===== src/rtl/mem_arbiter.sv =====
// mem_arbiter
//   Shares a single fixed-latency memory port between instruction fetch and
//   load/store. Only one transaction is outstanding at a time. Data requests
//   take priority over fetch, and a starvation counter lets fetch win after
//   STARVE_LIMIT consecutive data grants while fetch is waiting. Byte enables
//   and lane-replicated write data are built from the load/store size code.
//
//   Optional feature macro: MEM_ARB_MISALIGN_TRAP_EN
//     defined   : misaligned half/word data accesses are granted without a
//                 memory strobe and answered with a d_err pulse.
//     undefined : misaligned low address bits are ignored, d_err is tied 0.
//
// Parameters
//   MEM_LATENCY  : grant-to-rdata cycles (1..4)
//   STARVE_LIMIT : max consecutive data grants while fetch waits (1..15)
// Ports
//   clk, rst_n                     : clock, async active-low reset
//   if_req/if_addr/if_gnt          : fetch request handshake
//   if_rvalid/if_rdata             : fetch response pulse and word
//   d_req/d_we/d_addr/d_wdata/d_size/d_gnt : load/store request handshake
//   d_rvalid/d_rdata/d_err         : load response, misalign error pulse
//   mem_req/mem_we/mem_addr/mem_be/mem_wdata/mem_rdata : memory port
//   busy                           : a transaction is outstanding
module mem_arbiter #(
  parameter int MEM_LATENCY  = 1,
  parameter int STARVE_LIMIT = 4
) (
  input  logic        clk,
  input  logic        rst_n,
  input  logic        if_req,
  input  logic [31:0] if_addr,
  output logic        if_gnt,
  output logic        if_rvalid,
  output logic [31:0] if_rdata,
  input  logic        d_req,
  input  logic        d_we,
  input  logic [31:0] d_addr,
  input  logic [31:0] d_wdata,
  input  logic [1:0]  d_size,
  output logic        d_gnt,
  output logic        d_rvalid,
  output logic [31:0] d_rdata,
  output logic        d_err,
  output logic        mem_req,
  output logic        mem_we,
  output logic [31:0] mem_addr,
  output logic [3:0]  mem_be,
  output logic [31:0] mem_wdata,
  input  logic [31:0] mem_rdata,
  output logic        busy
);

  typedef enum logic {IDLE, WAIT} state_t;

  state_t      state;
  logic [2:0]  cnt;
  logic [3:0]  starve_cnt;
  logic        own_d;    // owner of outstanding transaction: 1 data, 0 fetch
  logic        own_we;   // outstanding data transaction is a store
  logic        own_err;  // outstanding data transaction was trapped

  logic        free, rsp, starve_hit, pick_f, pick_d;
  logic        gnt_f, gnt_d, issue_d;
  logic [3:0]  d_be;
  logic [31:0] d_wd;
  logic        d_trap;

  assign free       = (state == IDLE) || (cnt == 3'd1);
  assign rsp        = (state == WAIT) && (cnt == 3'd1);
  assign starve_hit = (starve_cnt == STARVE_LIMIT[3:0]);

  // Fetch overrides data only once the starvation limit is reached.
  assign pick_f = if_req && (!d_req || starve_hit);
  assign pick_d = d_req && !pick_f;

  // Grants are gated by rst_n so nothing leaks out while reset is held.
  assign gnt_f = rst_n && free && pick_f;
  assign gnt_d = rst_n && free && pick_d;

  // Lane steering. mem_addr is always word aligned, so dropping addr[0] for
  // halves and addr[1:0] for words falls out of the be/address encoding.
  always_comb begin
    d_be   = 4'b1111;
    d_wd   = d_wdata;
    d_trap = 1'b0;
    case (d_size)
      2'b00: begin
        d_be = 4'b0001 << d_addr[1:0];
        d_wd = {4{d_wdata[7:0]}};
      end
      2'b01: begin
        d_be = 4'b0011 << {d_addr[1], 1'b0};
        d_wd = {2{d_wdata[15:0]}};
`ifdef MEM_ARB_MISALIGN_TRAP_EN
        d_trap = d_addr[0];
`endif
      end
      default: begin
`ifdef MEM_ARB_MISALIGN_TRAP_EN
        d_trap = |d_addr[1:0];
`endif
      end
    endcase
  end

  // A trapped data request is granted but never reaches memory.
  assign issue_d   = gnt_d && !d_trap;
  assign mem_req   = gnt_f || issue_d;
  assign mem_we    = issue_d && d_we;
  assign mem_addr  = gnt_f   ? (if_addr & 32'hFFFF_FFFC) :
                     issue_d ? (d_addr  & 32'hFFFF_FFFC) : 32'h0;
  assign mem_be    = gnt_f ? 4'b1111 : (issue_d ? d_be : 4'b0000);
  assign mem_wdata = mem_we ? d_wd : 32'h0;

  assign if_gnt    = gnt_f;
  assign d_gnt     = gnt_d;
  assign busy      = (state == WAIT);
  assign if_rvalid = rsp && !own_d;
  assign d_rvalid  = rsp && own_d && !own_we && !own_err;
  assign if_rdata  = rst_n ? mem_rdata : 32'h0;
  assign d_rdata   = rst_n ? mem_rdata : 32'h0;
`ifdef MEM_ARB_MISALIGN_TRAP_EN
  assign d_err     = rsp && own_d && own_err;
`else
  assign d_err     = 1'b0;
`endif

  always_ff @(posedge clk or negedge rst_n) begin
    if (!rst_n) begin
      state      <= IDLE;
      cnt        <= 3'd0;
      starve_cnt <= 4'd0;
      own_d      <= 1'b0;
      own_we     <= 1'b0;
      own_err    <= 1'b0;
    end else begin
      if (gnt_f || gnt_d) begin
        state   <= WAIT;
        cnt     <= MEM_LATENCY[2:0];
        own_d   <= gnt_d;
        own_we  <= gnt_d && d_we;
        own_err <= gnt_d && d_trap;
      end else if (free) begin
        state <= IDLE;
        cnt   <= 3'd0;
      end else begin
        cnt <= cnt - 3'd1;
      end

      if (!if_req || gnt_f)
        starve_cnt <= 4'd0;
      else if (gnt_d && !starve_hit)
        starve_cnt <= starve_cnt + 4'd1;
    end
  end

endmodule

===== config.mk =====
export PLATFORM = sky130hd
export DESIGN_NAME = mem_arbiter
export DESIGN_NICKNAME = d
export VERILOG_FILES = /design/src/rtl/mem_arbiter.sv
export SDC_FILE = /design/constraint.sdc
export NUM_CORES = 1
export LEC_CHECK = 0
export BUFFER_PORTS_ARGS = -buffer_cell sky130_fd_sc_hd__buf_2
export CORE_AREA = 2 2 107 109
export CTS_BUF_LIST = sky130_fd_sc_hd__clkbuf_16
export CTS_CLUSTER_SIZE = 25
export DETAILED_ROUTE_END_ITERATION = 8
export DIE_AREA = 0 0 109 111
export SLEW_MARGIN = 15
export SYNTH_ARGS = -nofsm -noshare
export SYNTH_HDL_FRONTEND = slang
export SYNTH_SLANG_ARGS = --single-unit

===== constraint.sdc =====
create_clock -name clk -period 2.4 [get_ports clk]
set_input_delay 0.48 -clock clk [delete_from_list [all_inputs] [get_ports clk]]
set_output_delay 0.48 -clock clk [all_outputs]
set_load 0.03 [all_outputs]

== Word-level counts from Yosys, hierarchy flattened ==
Cells that the tools add are included.

* Bits in registers: 10
* Bits in latches: 0
* Bits in writable memories: 0
* ROM bits: 0
* Bits of input ports: 135
* Output and inout bits: 140
* Word-level logic and storage cells: 51
* Memories: 0

* Add/sub/neg operators: 2
* Multiply operators: 0
* Divide/modulo/power cells: 0
* Magnitude comparators: 0
* Equality and inequality tests: 3
* Shifts and indexed selects: 2
* Mux-type cells: 14
* Bitwise gates (word level): 1
* Reductions and logical operators: 24

{| class="wikitable"
|+ Operators with widths
! cell !! count
|-
| 32-bit 2-to-1 mux || 4
|-
| 32-bit case mux with 2 select lines || 1
|-
| 4-bit 2-to-1 mux || 4
|-
| 1-bit logical AND || 11
|-
| 4-bit case mux with 2 select lines || 1
|-
| 1-bit zero test || 6
|-
| 3-bit 2-to-1 mux || 2
|-
| 4-bit by 1-bit adder with 4-bit output (second input constant) || 1
|-
| 4-bit by 3-bit equality test with 1-bit output (second input constant) || 1
|-
| 1-bit logical OR || 4
|-
| 2-bit nonzero test || 2
|-
| 1-bit by 2-bit << shifter with 4-bit output (first input constant) || 1
|-
| 2-bit by 2-bit << shifter with 4-bit output (first input constant) || 1
|-
| 3-bit by 1-bit equality test with 1-bit output (second input constant) || 1
|-
| 3-bit by 1-bit subtractor with 3-bit output (second input constant) || 1
|-
| 2-bit by 1-bit equality test with 1-bit output (second input constant) || 1
|-
| 2-bit zero test || 1
|-
| 1-bit 2-to-1 mux || 2
|-
| 1-bit inverter || 1
|}

== Depth between registers and ports, before layout ==
* Word-level depth: 9
* Gate-level depth with buffers: 8
* Gate-level depth less buffers: 7

== Least setup slack after synthesis ==
No wires, ideal clock.

* Path type: reg2out
* Start: register starve_cnt[0]
* End: output port mem_wdata[21]
* Arrival time: 1.879 ns
* Data required time: 1.920 ns
* Path slack: 0.041 ns
* Stages on the path, launching flop included: 9
* Path buffers: 2
* Cells stage by stage: dfrtp_1 -> inv_1 -> ha_1 -> nand3b_2 -> a21oi_2 -> or3_1 -> buf_2 -> buf_6 -> nor2_1

* Longest elaborated chain between the ends: 8

{| class="wikitable"
|+ Ends and longest elaborated chain
! element !! RTL line !! RTL
|-
| start: declaration || 57 || <nowiki>logic [3:0] starve_cnt;</nowiki>
|-
| start signal: assignment || 153 || <nowiki>starve_cnt <= starve_cnt + 4'd1;</nowiki>
|-
| 4-bit by 3-bit equality test with 1-bit output || 70 || <nowiki>assign starve_hit = (starve_cnt == STARVE_LIMIT[3:0]);</nowiki>
|-
| 1-bit logical OR || 73 || <nowiki>assign pick_f = if_req && (!d_req || starve_hit);</nowiki>
|-
| 1-bit logical AND || 73 ||
|-
| 1-bit zero test || 74 || <nowiki>assign pick_d = d_req && !pick_f;</nowiki>
|-
| 1-bit logical AND || 74 ||
|-
| 1-bit logical AND || 78 || <nowiki>assign gnt_d = rst_n && free && pick_d;</nowiki>
|-
| 1-bit logical AND || 109 || <nowiki>assign mem_we = issue_d && d_we;</nowiki>
|-
| 32-bit 2-to-1 mux || 113 || <nowiki>assign mem_wdata = mem_we ? d_wd : 32'h0;</nowiki>
|-
| end: declaration || 48 || <nowiki>output logic [31:0] mem_wdata,</nowiki>
|}

Every way passes these cells.

== Final worst setup path ==
* Start: register cnt[1]
* End: output port mem_wdata[24]

* Longest elaborated chain between the ends: 6

{| class="wikitable"
|+ Ends and longest elaborated chain
! element !! RTL line !! RTL
|-
| start: declaration || 56 || <nowiki>logic [2:0] cnt;</nowiki>
|-
| start signal: assignment || 139 || <nowiki>cnt <= MEM_LATENCY[2:0];</nowiki>
|-
| start signal: assignment || 147 || <nowiki>cnt <= cnt - 3'd1;</nowiki>
|-
| 3-bit by 1-bit equality test with 1-bit output || 68 || <nowiki>assign free = (state == IDLE) || (cnt == 3'd1);</nowiki>
|-
| 1-bit logical OR || 68 ||
|-
| 1-bit logical AND (2 in series) || 78 ||
|-
| 1-bit logical AND || 109 ||
|-
| 32-bit 2-to-1 mux || 113 ||
|}

Every way passes these cells.

==> results.md <==
- Sequential share of power: 0.130
- Post-route worst setup slack: -57.6 ps
- Leading area contributor after synthesis: buf_4
- Num CTS Buffers: 3
- CTS max path bufs: 2
- Drt total wl: just over 9 mm
- H-tree lvl count: 1
- Switching share of total power: 0.508
- Worst Path Required: roughly 1900 ps
- FF-to-FF setup slack: 760 ps
- CTS tree: yes
- Mean post-synth cell area: between 6 and 7 sq um
- Total iterations of the first detailed-routing run: 4
- Max Cap Viol: 0
- R2r startpoint: cnt[1]
- Share of power burned in combinational logic: 0.721
- Wire length per cell: between 10 and 15 um
- Async S/R FF share, synth: 1.00
- Fmax achieved: between 400 and 500 MHz
- Final period util: 1.02
- Outcome: complete, but fails checks
- Pwr/cell area: 490 mW/mm^2
- DIE AREA: approximately 0.012 sq mm
- Clk_skew: between 2 and 2.5 ps
- Sequential Area: approximately 250 sq um
- Post-DP Area: 0.00340 sq mm
- Multi-input logic area: 0.00164 sq mm
- RSZ-0062 raised after global routing: yes
- Prevailing post-synth register cell: dfrtp_1
- Final hold vios: 0
- Die width: approximately 110 um
- Netlist cell types: 35
- Dpl hpwl: roughly 6.6 mm
- Final antenna-violating net count: 0
- Synth top cells by count: a21oi_1 (48), nand2_1 (44), and2_1 (40), buf_4 (35), nand3_1 (33)
- Layout cells sized above 1: 0.576
- Post-synth EDFFs: 0
- Synthesized cell area: ~0.0021 sq mm
- Row cnt: 39
- CP max FO: 8
- Port bufs: around 270
- Fin nets: 720
- Reg clk slew, reported paths: approximately 40 ps
- Switching power of the nets: a little over 1 mW
- Overall Power: around 2 mW
- Die Height: about 110 um
- Initial antenna violation count: 0
- Static Leak: 2.19 nW
- Register bit total from synthesis: 10
- Failing checks: setup timing
- Core ar.: around 0.011 sq mm
- WP data arrival: between 1500 and 2000 ps
- Setup violations, final: 25
- CTS sink count: 10
- Global-route wire length before repair: ~13 mm
- Total grt overflow: 0
- Most common cell in the netlist: a21oi_1
- Total GRT Usage: 0.130
- Total I/O pin count: between 200 and 300
- Synth top area share: 0.124
- Post-Synthesis Cells: 340
- # fillers: between 1,000 and 1,500
- Fin Setup TNS: -582 ps
- Worst skew pair latency: between 200 and 250 ps
- CP Launch Type: flip-flop
- Register area share after synthesis: 0.118
- DR vias: 3,171
- Reg2Reg Depth: 8
- Clock power frac: 0.149
- Maximum VDD drop: approximately 0.00026 V
- Post-route minimum period: roughly 2500 ps
- Top post-synthesis cells by area: buf_4 (12%), and2_1 (12%), dfrtp_1 (12%)
- Final RePlAce weighted congestion: roughly 0.74
- Final Core Density: 0.370
- Root Driver: clkbuf_16
- Setup CP Type: reg -> out
- Synth-to-Final Area Change: 93.8%
- DR vias/cell: approximately 4.4
- CTS Hold Bufs: 0
- Synth warn: 0
- FF-to-FF End: starve_cnt[3]
- Starting Density: 0.191
- Largest net degree at the start of global routing: 37
- Crit path capture type: output port
- Worst hold path type: in -> async
- Pint: slightly below 1 mW
- Final Slew Violations: 0
- Design area: between 0.004 and 0.005 sq mm
- Ant. Diodes: 0
- First DRT Iteration DRCs: between 100 and 150
- DRC: 0
- Vias in the first global route: between 2,000 and 3,000
==> kinds of logic (layout without fill, tap and decap cells) <==
| logic type | after synthesis | in the layout | share of synthesized area |
|---|---|---|---|
| fa+ha+maj | 4 | 4 | 0.0237 |
| buf+inv | 70 | 308 | 0.195 |
| compound gates | 77 | 77 | 0.203 |
| other cells | 1 | 3 | 0.00177 |
| simple gates | 161 | 161 | 0.378 |
| flops | 10 | 10 | 0.118 |
| mux | 17 | 17 | 0.0804 |
==> what timing repair did <==
item | CTS | global route
resized for setup | 63 | 92
pin swaps | 2 | 7
endpoints found under the setup margin | 53 | 64
buffers inserted | 3 | 3
cloned | 1 | 3
==> how the worst max path moves through the flow <==
stage	slack, ps	start	to
after floorplan	40	starve_cnt[0]	mem_wdata[21]
final	-60	cnt[1]	mem_wdata[24]
after global routing	-120	cnt[1]	mem_wdata[0]
after detailed placement	100	cnt[1]	mem_wdata[10]
after global placement	120	cnt[1]	mem_wdata[10]
after CTS	-9	cnt[1]	mem_wdata[28]
==> state kept, by name (all words and copies together), names as in the netlist <==
signal / count
starve_cnt: 4
cnt: 3
busy: 1
own_d: 1
own_we: 1
==> power by group through the flow <==
stage	logic, mW	registers [mW]	clock network (mW)
after CTS	1.34	0.260	0.303
final	1.45	0.261	0.299
after floorplan	0.835	0.267	0
after global routing	1.57	0.266	0.318
after global placement	1.23	0.257	0
after detailed placement	1.24	0.258	0
==> cells in the final DEF, fill, tap and decap left out, drive strengths merged, types with 2 or more instances in the layout <==
cell	netlist	final
a21boi	2	2
clkbuf	19	14
o21ai	16	16
inv	9	9
dfrtp	10	10
nand3	33	33
conb	1	3
mux2i	17	17
buf	42	284
a21oi	53	53
nor3b	2	2
nand2	44	44
a21o	3	3
ha	4	4
and2	40	40
nor2	34	34
==> layout make-up <==
cell class                      count  area share
Inverter                            9     0.00946
Sequential cell                    10      0.0610
Clock inverter                      1    0.000915
Timing Repair Buffer              295       0.467
Multi-Input combinational cell    262       0.400
Tap cell                          143      0.0436
Clock buffer                        3      0.0183
==> stage by stage <==
stage / hold slack, ps / std cells / worst slack (ps)
after global routing: 222 / 723 / -120
final: 210 / 723 / -57.6
after floorplan: 184 / 342 / 41.1
after CTS: 190 / 717 / -8.80
after detailed placement: 444 / 709 / 101
after global placement: 441 / 709 / 121
==> layer usage <==
metal / wire length, um / global-route usage / up-vias
met5: 0 / 0 / -
met4: 132 / 0.0385 / 0
met3: 722 / 0.0135 / 11
met2: 4720 / 0.251 / 171
met1: 3550 / 0.146 / 1402
li1: - / - / 1587
==> worst max-delay path: stages, from the launching register on <==
cell and delay, ps:
dfrtp_1 360, inv_2 70, ha_4 120, and2b_2 170, o21ai_4 60, or3_4 470, buf_16 190, nor2_2 130
buf_6 150
Power figures use the tool's default switching activity.
